`config.mk`:
```
export PLATFORM = sky130hd
export DESIGN_NAME = rv32_mem_arbiter
export DESIGN_NICKNAME = d
export VERILOG_FILES = /design/src/rtl/rv32_mem_arbiter.sv
export SDC_FILE = /design/constraint.sdc
export NUM_CORES = 1
export LEC_CHECK = 0
export CORE_AREA = 4 4 106 108
export CTS_CLUSTER_SIZE = 12
export DETAILED_ROUTE_END_ITERATION = 8
export DIE_AREA = 0 0 110 112
export GPL_TIMING_DRIVEN = 0
export HOLD_SLACK_MARGIN = 0.06
export MAX_ROUTING_LAYER = met4
export PLACE_DENSITY_LB_ADDON = 0.1
export SKIP_CTS_REPAIR_TIMING = 1
export SYNTH_ARGS = -nofsm -noshare
export SYNTH_HDL_FRONTEND = slang
export SYNTH_SLANG_ARGS = --single-unit
export TNS_END_PERCENT = 5
```
`constraint.sdc`:
```
create_clock -name clk -period 2.5 [get_ports clk]
set_input_delay 0.375 -clock clk [delete_from_list [all_inputs] [get_ports clk]]
set_output_delay 0.375 -clock clk [all_outputs]
set_load 0.005 [all_outputs]
```
`src/rtl/rv32_mem_arbiter.sv`:
```
// ---------------------------------------------------------------------------
// rv32_mem_arbiter
//
// Shares one single-ported unified memory between the instruction-fetch
// port (if_*) and the load/store port (d_*). The data port has fixed
// priority. A starvation counter forces fetch to win after STARVE_LIMIT
// consecutive denied fetch cycles. Read responses come back in order, and
// a small owner-tag FIFO steers each one to the port that issued it.
//
// Parameters
//   STARVE_LIMIT     denied fetch cycles before fetch is forced (1..15)
//   MAX_OUTSTANDING  read responses in flight (power of two, 1..8)
//
// Ports
//   clk, rst_n                     clock, asynchronous active-low reset
//   if_req/if_addr                 fetch read request
//   if_gnt/if_stall                fetch accepted / fetch stalled this cycle
//   if_rvalid/if_rdata             fetch read response
//   d_req/d_we/d_addr/d_wdata/d_wstrb   data request (read or write)
//   d_gnt/d_stall                  data accepted / data stalled this cycle
//   d_rvalid/d_rdata               load response
//   mem_req/mem_we/mem_addr/mem_wdata/mem_wstrb   request to memory
//   mem_gnt                        memory accepts the request this cycle
//   mem_rvalid/mem_rdata           in-order read response from memory
//   err                            sticky: response with no read outstanding
// ---------------------------------------------------------------------------
module rv32_mem_arbiter #(
  parameter int STARVE_LIMIT    = 4,
  parameter int MAX_OUTSTANDING = 2
) (
  input  logic        clk,
  input  logic        rst_n,
  // fetch port
  input  logic        if_req,
  input  logic [31:0] if_addr,
  output logic        if_gnt,
  output logic        if_rvalid,
  output logic [31:0] if_rdata,
  output logic        if_stall,
  // data port
  input  logic        d_req,
  input  logic        d_we,
  input  logic [31:0] d_addr,
  input  logic [31:0] d_wdata,
  input  logic [3:0]  d_wstrb,
  output logic        d_gnt,
  output logic        d_rvalid,
  output logic [31:0] d_rdata,
  output logic        d_stall,
  // memory side
  output logic        mem_req,
  output logic        mem_we,
  output logic [31:0] mem_addr,
  output logic [31:0] mem_wdata,
  output logic [3:0]  mem_wstrb,
  input  logic        mem_gnt,
  input  logic        mem_rvalid,
  input  logic [31:0] mem_rdata,
  // status
  output logic        err
);

  localparam int PTR_W = (MAX_OUTSTANDING > 1) ? $clog2(MAX_OUTSTANDING) : 1;
  localparam int CNT_W = $clog2(MAX_OUTSTANDING + 1);

  localparam logic [PTR_W-1:0] PTR_LAST   = PTR_W'(MAX_OUTSTANDING - 1);
  localparam logic [CNT_W-1:0] CNT_FULL   = CNT_W'(MAX_OUTSTANDING);
  localparam logic [3:0]       STARVE_MAX = 4'(STARVE_LIMIT);

  // -------------------------------------------------------------------------
  // State
  // -------------------------------------------------------------------------
  logic             tag_reg [MAX_OUTSTANDING];  // 0 = fetch, 1 = data
  logic [PTR_W-1:0] wr_ptr_reg, wr_ptr_next;
  logic [PTR_W-1:0] rd_ptr_reg, rd_ptr_next;
  logic [CNT_W-1:0] count_reg, count_next;
  logic [3:0]       starve_reg, starve_next;
  logic             err_reg, err_next;

  // -------------------------------------------------------------------------
  // FIFO status and eligibility
  // -------------------------------------------------------------------------
  logic fifo_full;
  logic fifo_empty;
  logic head_tag;
  logic pop;
  logic read_ok;
  logic if_elig;
  logic d_elig;
  logic force_if;
  logic if_win;
  logic d_win;
  logic push;
  logic push_tag;

  assign fifo_full  = (count_reg == CNT_FULL);
  assign fifo_empty = (count_reg == '0);
  assign head_tag   = tag_reg[rd_ptr_reg];

  // A response only pops when something is outstanding; a stray response
  // is flagged through err instead.
  assign pop = mem_rvalid & ~fifo_empty;

  // A pop in the same cycle frees a slot, so a full FIFO does not block a
  // read that is accepted alongside a returning response.
  assign read_ok = ~fifo_full | pop;

  assign if_elig  = if_req & read_ok;
  assign d_elig   = d_req & (d_we | read_ok);
  assign force_if = (starve_reg == STARVE_MAX);

  // Data has priority unless the starvation override is active.
  assign if_win = if_elig & (force_if | ~d_elig);
  assign d_win  = d_elig & ~if_win;

  assign if_gnt   = if_win & mem_gnt;
  assign d_gnt    = d_win & mem_gnt;
  assign if_stall = if_req & ~if_gnt;
  assign d_stall  = d_req & ~d_gnt;

  // Only accepted reads take a tag; writes never produce a response.
  assign push     = if_gnt | (d_gnt & ~d_we);
  assign push_tag = d_gnt;

  // -------------------------------------------------------------------------
  // Memory request mux
  // -------------------------------------------------------------------------
  always_comb begin
    mem_req   = 1'b0;
    mem_we    = 1'b0;
    mem_addr  = 32'h0;
    mem_wdata = 32'h0;
    mem_wstrb = 4'h0;
    if (if_win) begin
      mem_req  = 1'b1;
      mem_addr = if_addr;
    end else if (d_win) begin
      mem_req   = 1'b1;
      mem_we    = d_we;
      mem_addr  = d_addr;
      mem_wdata = d_wdata;
      mem_wstrb = d_we ? d_wstrb : 4'h0;
    end
  end

  // -------------------------------------------------------------------------
  // Response routing (combinational, zero added latency)
  // -------------------------------------------------------------------------
  always_comb begin
    if_rvalid = 1'b0;
    d_rvalid  = 1'b0;
    if_rdata  = 32'h0;
    d_rdata   = 32'h0;
    if (pop) begin
      if (head_tag) begin
        d_rvalid = 1'b1;
        d_rdata  = mem_rdata;
      end else begin
        if_rvalid = 1'b1;
        if_rdata  = mem_rdata;
      end
    end
  end

  assign err = err_reg;

  // -------------------------------------------------------------------------
  // Next-state logic
  // -------------------------------------------------------------------------
  always_comb begin
    wr_ptr_next = wr_ptr_reg;
    rd_ptr_next = rd_ptr_reg;
    count_next  = count_reg;
    starve_next = starve_reg;
    err_next    = err_reg | (mem_rvalid & fifo_empty);

    if (push) begin
      wr_ptr_next = (wr_ptr_reg == PTR_LAST) ? '0 : wr_ptr_reg + 1'b1;
    end
    if (pop) begin
      rd_ptr_next = (rd_ptr_reg == PTR_LAST) ? '0 : rd_ptr_reg + 1'b1;
    end

    // Simultaneous push and pop leave the occupancy unchanged.
    case ({push, pop})
      2'b10:   count_next = count_reg + 1'b1;
      2'b01:   count_next = count_reg - 1'b1;
      default: count_next = count_reg;
    endcase

    // Counts consecutive denied fetch cycles; a dropped request or a grant
    // restarts the count.
    if (~if_req | if_gnt) begin
      starve_next = 4'h0;
    end else if (starve_reg != STARVE_MAX) begin
      starve_next = starve_reg + 1'b1;
    end
  end

  // -------------------------------------------------------------------------
  // State registers
  // -------------------------------------------------------------------------
  always_ff @(posedge clk or negedge rst_n) begin
    if (!rst_n) begin
      wr_ptr_reg <= '0;
      rd_ptr_reg <= '0;
      count_reg  <= '0;
      starve_reg <= 4'h0;
      err_reg    <= 1'b0;
    end else begin
      wr_ptr_reg <= wr_ptr_next;
      rd_ptr_reg <= rd_ptr_next;
      count_reg  <= count_next;
      starve_reg <= starve_next;
      err_reg    <= err_next;
    end
  end

  always_ff @(posedge clk or negedge rst_n) begin
    if (!rst_n) begin
      for (int i = 0; i < MAX_OUTSTANDING; i++) begin
        tag_reg[i] <= 1'b0;
      end
    end else if (push) begin
      tag_reg[wr_ptr_reg] <= push_tag;
    end
  end

endmodule

```
==> results of run 1 <==
cell families (layout without fill, tap and decap cells):
family                   Yosys count  after routing  share of synthesized area (%)
AND/OR/NAND/NOR                  121            121                           45.0
XOR/XNOR                           7              7                           3.71
buffers and inverters             23            311                           6.43
multiplexers                       1              1                          0.606
AO/OA/AOI/OAI                     47             47                           25.4
adder cells (fa/ha/maj)            3              3                           2.27
flip-flops                        11             11                           16.7
cell usage in the layout (no fill, tap or decap), drive strengths merged:
| cell | instances |
|---|---|
| a2111oi | 1 |
| a21oi | 4 |
| ha | 3 |
| nand2 | 4 |
| and3 | 4 |
| nand3b | 1 |
| buf | 15 |
| nand3 | 2 |
| inv | 6 |
| a21o | 1 |
| nor2 | 5 |
| xnor2 | 6 |
| xor2 | 1 |
| dlymetal6s2s | 60 |
| and3b | 1 |
| nor3 | 1 |
| o211ai | 1 |
| mux2i | 1 |
| a22o | 33 |
| clkbuf | 11 |
| a32o | 1 |
| dfrtp | 11 |
| or3b | 1 |
| o21ai | 4 |
| a31oi | 1 |
| nor2b | 2 |
| a211oi | 1 |
| clkdlybuf4s50 | 219 |
| nor3b | 1 |
| and2 | 99 |
cell type report:
cell class              count  area [µm²]
fillers                   983        5270
repair buffers            285        3000
multi-input cells         179        1310
flip-flops and latches     11         277
well taps                 136         170
plain buffers              16         136
clock buffers               4        45.0
inverters                   6        22.5
path summary, 6_finish.rpt:
path	from	to	slack (ns)	cells after the start
worst max-delay path	count_reg[0]	mem_wstrb[1]	-0.19	6
min in group asynchronous	rst_n	starve_reg[1]	0.49	1
worst min register to register	err	err	0.46	1
max in group asynchronous	rst_n	count_reg[0]	1.62	1
worst min-delay path	err	err	0.46	1
worst max register to register	starve_reg[0]	count_reg[1]	0.33	10
power by group through the flow:
stage	Sequential, mW	Combinational, mW	Clock (mW)
2_1_floorplan	0.287	0.651	0
3_3_place_gp	0.298	1.78	0
3_5_place_dp	0.300	1.78	0
4_1_cts	0.298	1.79	0.186
5_1_grt	0.305	1.99	0.198
6_report	0.299	1.83	0.175
layer usage:
metal | share of wire [%] | GRT usage (%) | wire length (µm)
met1 | 36 | 16.7 | 3760
met2 | 54 | 30.7 | 5670
met3 | 8.9 | 2.72 | 930
met4 | 1.4 | 2.58 | 144
met5 | 0 | - | 0
per-stage QoR:
stage / hold slack, ns / worst slack, ns / util [%] / power, mW / std cells
finish: 0.457 / -0.192 / 48.5 / 2.30 / 637
global route: 0.482 / -0.291 / 48.5 / 2.50 / 637
CTS: 0.463 / -0.797 / 45.6 / 2.28 / 632
detailed placement: 0.452 / -0.636 / 45.1 / 2.08 / 628
global placement: 0.444 / -0.625 / 45.1 / 2.08 / 628
floorplan: 0.0794 / 0.341 / - / 0.937 / 213
==> impl_results.md, run 1 <==
- Result of the run: finished, violations left
- Failing checks: negative setup slack
- Most used standard cell by instance count after synthesis: sky130_fd_sc_hd__and2_1
- Main area contributors after synthesis: sky130_fd_sc_hd__and2_1, sky130_fd_sc_hd__a22o_1, sky130_fd_sc_hd__dfrtp_1, sky130_fd_sc_hd__xnor2_1, sky130_fd_sc_hd__ha_1
- Yosys top cell by area: sky130_fd_sc_hd__and2_1
- Max reg flops: 4
- Total negative slack for setup checks: -2.18 ns
- Post-synthesis instance total: 213
- Clock tree sinks: 11
- Hold Path Class: reg2reg
- Worst slew pin tran: 0.533 ns
- Leak: 2.70 nW
- Final Worst Setup Slack: -0.192 ns
- Most frequent cells after synthesis: sky130_fd_sc_hd__and2_1, sky130_fd_sc_hd__a22o_1, sky130_fd_sc_hd__dfrtp_1
- Switching portion of total power: 33.5%
- Netlist Area Pre-Place: 1650 µm²
- Part of the total power dissipated in combinational logic: 79.4%
- Power per Cell Area: 464 nW/µm²
- Worst slew slack as a fraction of its limit: 64.3%
- Clock tree from TritonCTS: yes
- Number of global-route vias before repair: 2807
- CP Cell Sequence: or3b_4, a31oi_4, buf_12, buf_6, and3_1, clkdlybuf4s50_1
- Chip Height: 112 µm
- Max Clock Freq: 371 MHz
- Kind of capture point of the worst setup path: primary output
- Drt drc: 0
- Crit path max-delay family: buffers and inverters
- Post-Synthesis Net Count: 355
- Pins over their slew limit: 0
- Share of layout cells above drive strength 1: 7.39%
- Largest fanout of any net on the critical path: 10
- Number of H-tree branching levels: 1
- Number of vias in the routed layout: 2646
- Congestion Overflow GR: 0
- Yosys top cell area share: 37.5%
- Clock-pin slew reported for the worst setup and hold paths after clock tree synthesis: 0.05 ns
- Clock latency reported for the late side of the worst-skew pair: 0.23 ns
- Count of buffers inserted at the top-level ports: 279
- Part of the cycle the worst path needs: 108%
- Number of flops mapped to enable cells by yosys: 0
- Master cell of the clock root buffer: sky130_fd_sc_hd__clkbuf_8
- Number of DRC markers in iteration 0: 49
- Switching power summed over all nets: 0.771 mW
- Initial Util: 16.2%
- Arrival time reported for the critical path endpoint: 2.32 ns
- Area post-placement: 4620 µm²
- DP HPWL: 9.07 mm
- First-pass GRT wire length: 14.9 mm
- Shortest clock period the worst path allows after layout: 2.69 ns
- Seq cells post-synth: 11
- Pin count of the biggest net entering global routing: 12
- Post-synth cell types: 32
- Commonest register cell after synthesis: sky130_fd_sc_hd__dfrtp_1
- Hold violation count in the final report: 0
- Number of rows created at floorplan: 37
- Launching element type of the critical path: register
- CP peak stage delay: 0.56 ns
- Post-Route Skew: 0.00133 ns
- Peak supply drop: 307 µV
- Unrepaired setup endpoints after global routing: yes
- Via-to-Cell Ratio: 4.15
- Portion of total power attributed to the clock network: 7.6%
- Slowest cell on crit path: sky130_fd_sc_hd__clkdlybuf4s50_1
- Sequential fraction of the synthesis area: 16.7%
- Per-instance average area after synthesis: 7.76 µm²
- # IOs: 280
- Number of antenna violations at the first check in global routing: 0
- First-pass DRT Iterations: 4
- Power Internal: 1.53 mW
- Post-route antenna net violation count: 0
- Antenna fix cells: 0
- Max Buffers Root-to-Sink: 2
- Max-capacitance violation count: 0
- Final nets: 644
- Warnings from Yosys: 0
- Die ar.: 12300 µm²
- Combined buffer and inverter count along the critical path: 3
- Die width: 110 µm
- Standard cell core area: 10200 µm²
- Share of flip-flops with an asynchronous set or reset: 100%
- Setup violators final: 15
- Number of CTS-inserted buffers: 3
- GP Congestion: 0.782
- Post-detailed-routing wire length: 10.5 mm
- Post-synthesis to final-layout area growth: 200%
- Post-layout instance area: 4960 µm²
- GRT Util Overall: 15.9%
- Wire per inst: 16.5 µm
- Required time of the critical path: 2.12 ns
- Crit Path Class: reg2out
- Power share of the sequential group: 13.0%
No activity file was read; power rests on OpenSTA's default activity.
==> run 2: changes to the inputs <==
Settings changed: DONT_BUFFER_PORTS set to 1, SLEW_MARGIN set to 15.
Clock period 2.5 ns to 2.85 ns, I/O delays scaled along.
==> impl_results.md, run 2 (synthesized netlist as in run 1, its figures left out) <==
- Result of the run: complete, no violations
- Number of rows created at floorplan: 37
- Hold path depth: 1
- Largest fanout of any net on the critical path: 10
- Number of DRC markers in iteration 0: 48
- Clock tree sinks: 11
- Clock-pin slew reported for the worst setup and hold paths after clock tree synthesis: 0.05 ns
- First-pass GRT wire length: 9.43 mm
- GP Congestion: 0.716
- Part of the cycle the worst path needs: 93.2%
- Number of inserted filler cells in the final layout: 1153
- Hold endpoint: err
- Crit Path Class: reg2out
- Post-detailed-routing wire length: 6.89 mm
- Initial Util: 16.2%
- Number of vias in the routed layout: 1680
- Shortest clock period the worst path allows after layout: 2.66 ns
- Most frequent cells in the layout: sky130_fd_sc_hd__and2_1, sky130_fd_sc_hd__a22o_1, sky130_fd_sc_hd__dfrtp_1, sky130_fd_sc_hd__clkbuf_1
- Post-Route Skew: 0.000800 ns
- Final nets: 361
- Number of global-route vias before repair: 1669
- GRT Util Overall: 9.99%
- DP HPWL: 6.05 mm
- Pins over their slew limit: 0
- CP Cell Sequence: inv_1, ha_1, nand3b_1, a211oi_4, buf_2, a22o_1
- Number of CTS-inserted buffers: 3
- Start point of the worst hold path: mem_rvalid
- Total negative slack for setup checks: 0 ns
- Launching element type of the critical path: register
- Post-route antenna net violation count: 0
- Slowest cell on crit path: sky130_fd_sc_hd__a211oi_4
- Worst slew pin tran: 0.570 ns
- Max reg flops: 4
- Hold violation count in the final report: 0
- Most common cell after layout, fill and taps aside: sky130_fd_sc_hd__and2_1
- Kind of capture point of the worst setup path: primary output
- Required time of the critical path: 2.42 ns
- Wire per inst: 19.4 µm
- Congestion Overflow GR: 0
- Setup violators final: 0
- Master cell of the clock root buffer: sky130_fd_sc_hd__clkbuf_8
- Max Clock Freq: 376 MHz
- Clock latency reported for the late side of the worst-skew pair: 0.24 ns
- Share of layout cells above drive strength 1: 8.26%
- Number of antenna violations at the first check in global routing: 0
- Startpoint of the lowest-slack register-to-register path: starve_reg[0]
- Hold Path Class: in2reg
- Die width: 110 µm
- Setup slack at placement: 0.235 ns
- Max Buffers Root-to-Sink: 2
- Clock tree from TritonCTS: yes
- First-pass DRT Iterations: 4
- Post-synthesis to final-layout area growth: 14.1%
- Count of buffers inserted at the top-level ports: 0
- Terminus of the critical flop-to-flop path: count_reg[1]
- Worst slew slack as a fraction of its limit: 61.9%
- Internal reg-to-reg setup slack: 0.48 ns
- # IOs: 280
- Cells on worst reg2reg path: 9
- Pin count of the biggest net entering global routing: 12
- Worst hold margin: 0.306 ns
- Peak supply drop: 182 µV
- Chip Height: 112 µm
- Via-to-Cell Ratio: 4.75
- Leak: 0.791 nW
- Standard cell core area: 10200 µm²
- Unrepaired setup endpoints after global routing: no
- Die ar.: 12300 µm²
- Arrival time reported for the critical path endpoint: 2.23 ns
- Power consumption: 1.12 mW
- Drt drc: 0
- Max-capacitance violation count: 0
- Number of H-tree branching levels: 1
- Power per Cell Area: 593 nW/µm²
- CP peak stage delay: 0.54 ns
- Final Worst Setup Slack: 0.194 ns
- Antenna fix cells: 0
-- run 2: power by group --
part | internal (mW) | switching, mW | total [mW] | leakage [nW]
Clock | 0.0985 | 0.0616 | 0.160 | 0.0228
Combinational | 0.298 | 0.398 | 0.696 | 0.635
Sequential | 0.208 | 0.0536 | 0.262 | 0.133
Total | 0.605 | 0.513 | 1.12 | 0.791
-- run 2: worst max path at each step --
stage,start,to,slack [ns],cells after the start
global placement,starve_reg[0],mem_addr[27],0.20,6
CTS,starve_reg[0],mem_addr[27],-0.03,6
detailed placement,starve_reg[0],mem_addr[27],0.24,6
finish,starve_reg[0],mem_addr[15],0.19,6
global route,starve_reg[0],mem_addr[15],0.02,6
floorplan,starve_reg[0],count_reg[1],0.69,9
-- run 2: cell type report --
| class | instances | area (µm²) | area share [%] |
|---|---|---|---|
| plain buffers | 17 | 83.8 | 4.45 |
| multi-input cells | 179 | 1280 | 67.8 |
| inverters | 6 | 22.5 | 1.19 |
| flip-flops and latches | 11 | 275 | 14.6 |
| repair buffers | 1 | 10.0 | 0.531 |
| clock buffers | 4 | 45.0 | 2.39 |
| well taps | 136 | 170 | 9.02 |
-- run 2: metrics by stage --
| step | cell area, µm² | instances | util [%] |
|---|---|---|---|
| 5_1_grt | 1890 | 354 | 18.4 |
| 2_1_floorplan | 1650 | 213 | - |
| 4_1_cts | 1870 | 353 | 18.3 |
| 6_report | 1890 | 354 | 18.4 |
| 3_3_place_gp | 1820 | 349 | 17.8 |
| 3_5_place_dp | 1820 | 349 | 17.8 |
-- run 2: layer usage --
metal	vias to the layer above	GRT usage, %	part of all wire, %
met5	-	-	0
met4	0	0.998	0.60
met3	4	2.26	11
met2	141	17.8	52
met1	803	11.7	37
li1	732	-	-
-- run 2: worst max-delay path: cells and delay by family (launching register included) --
kind	cells	cell delay, ns
AOI/OAI and AO/OA	2	0.78
DFF	1	0.39
buffers and inverters	2	0.44
adders and majority gates	1	0.19
and+or+nand+nor	1	0.18
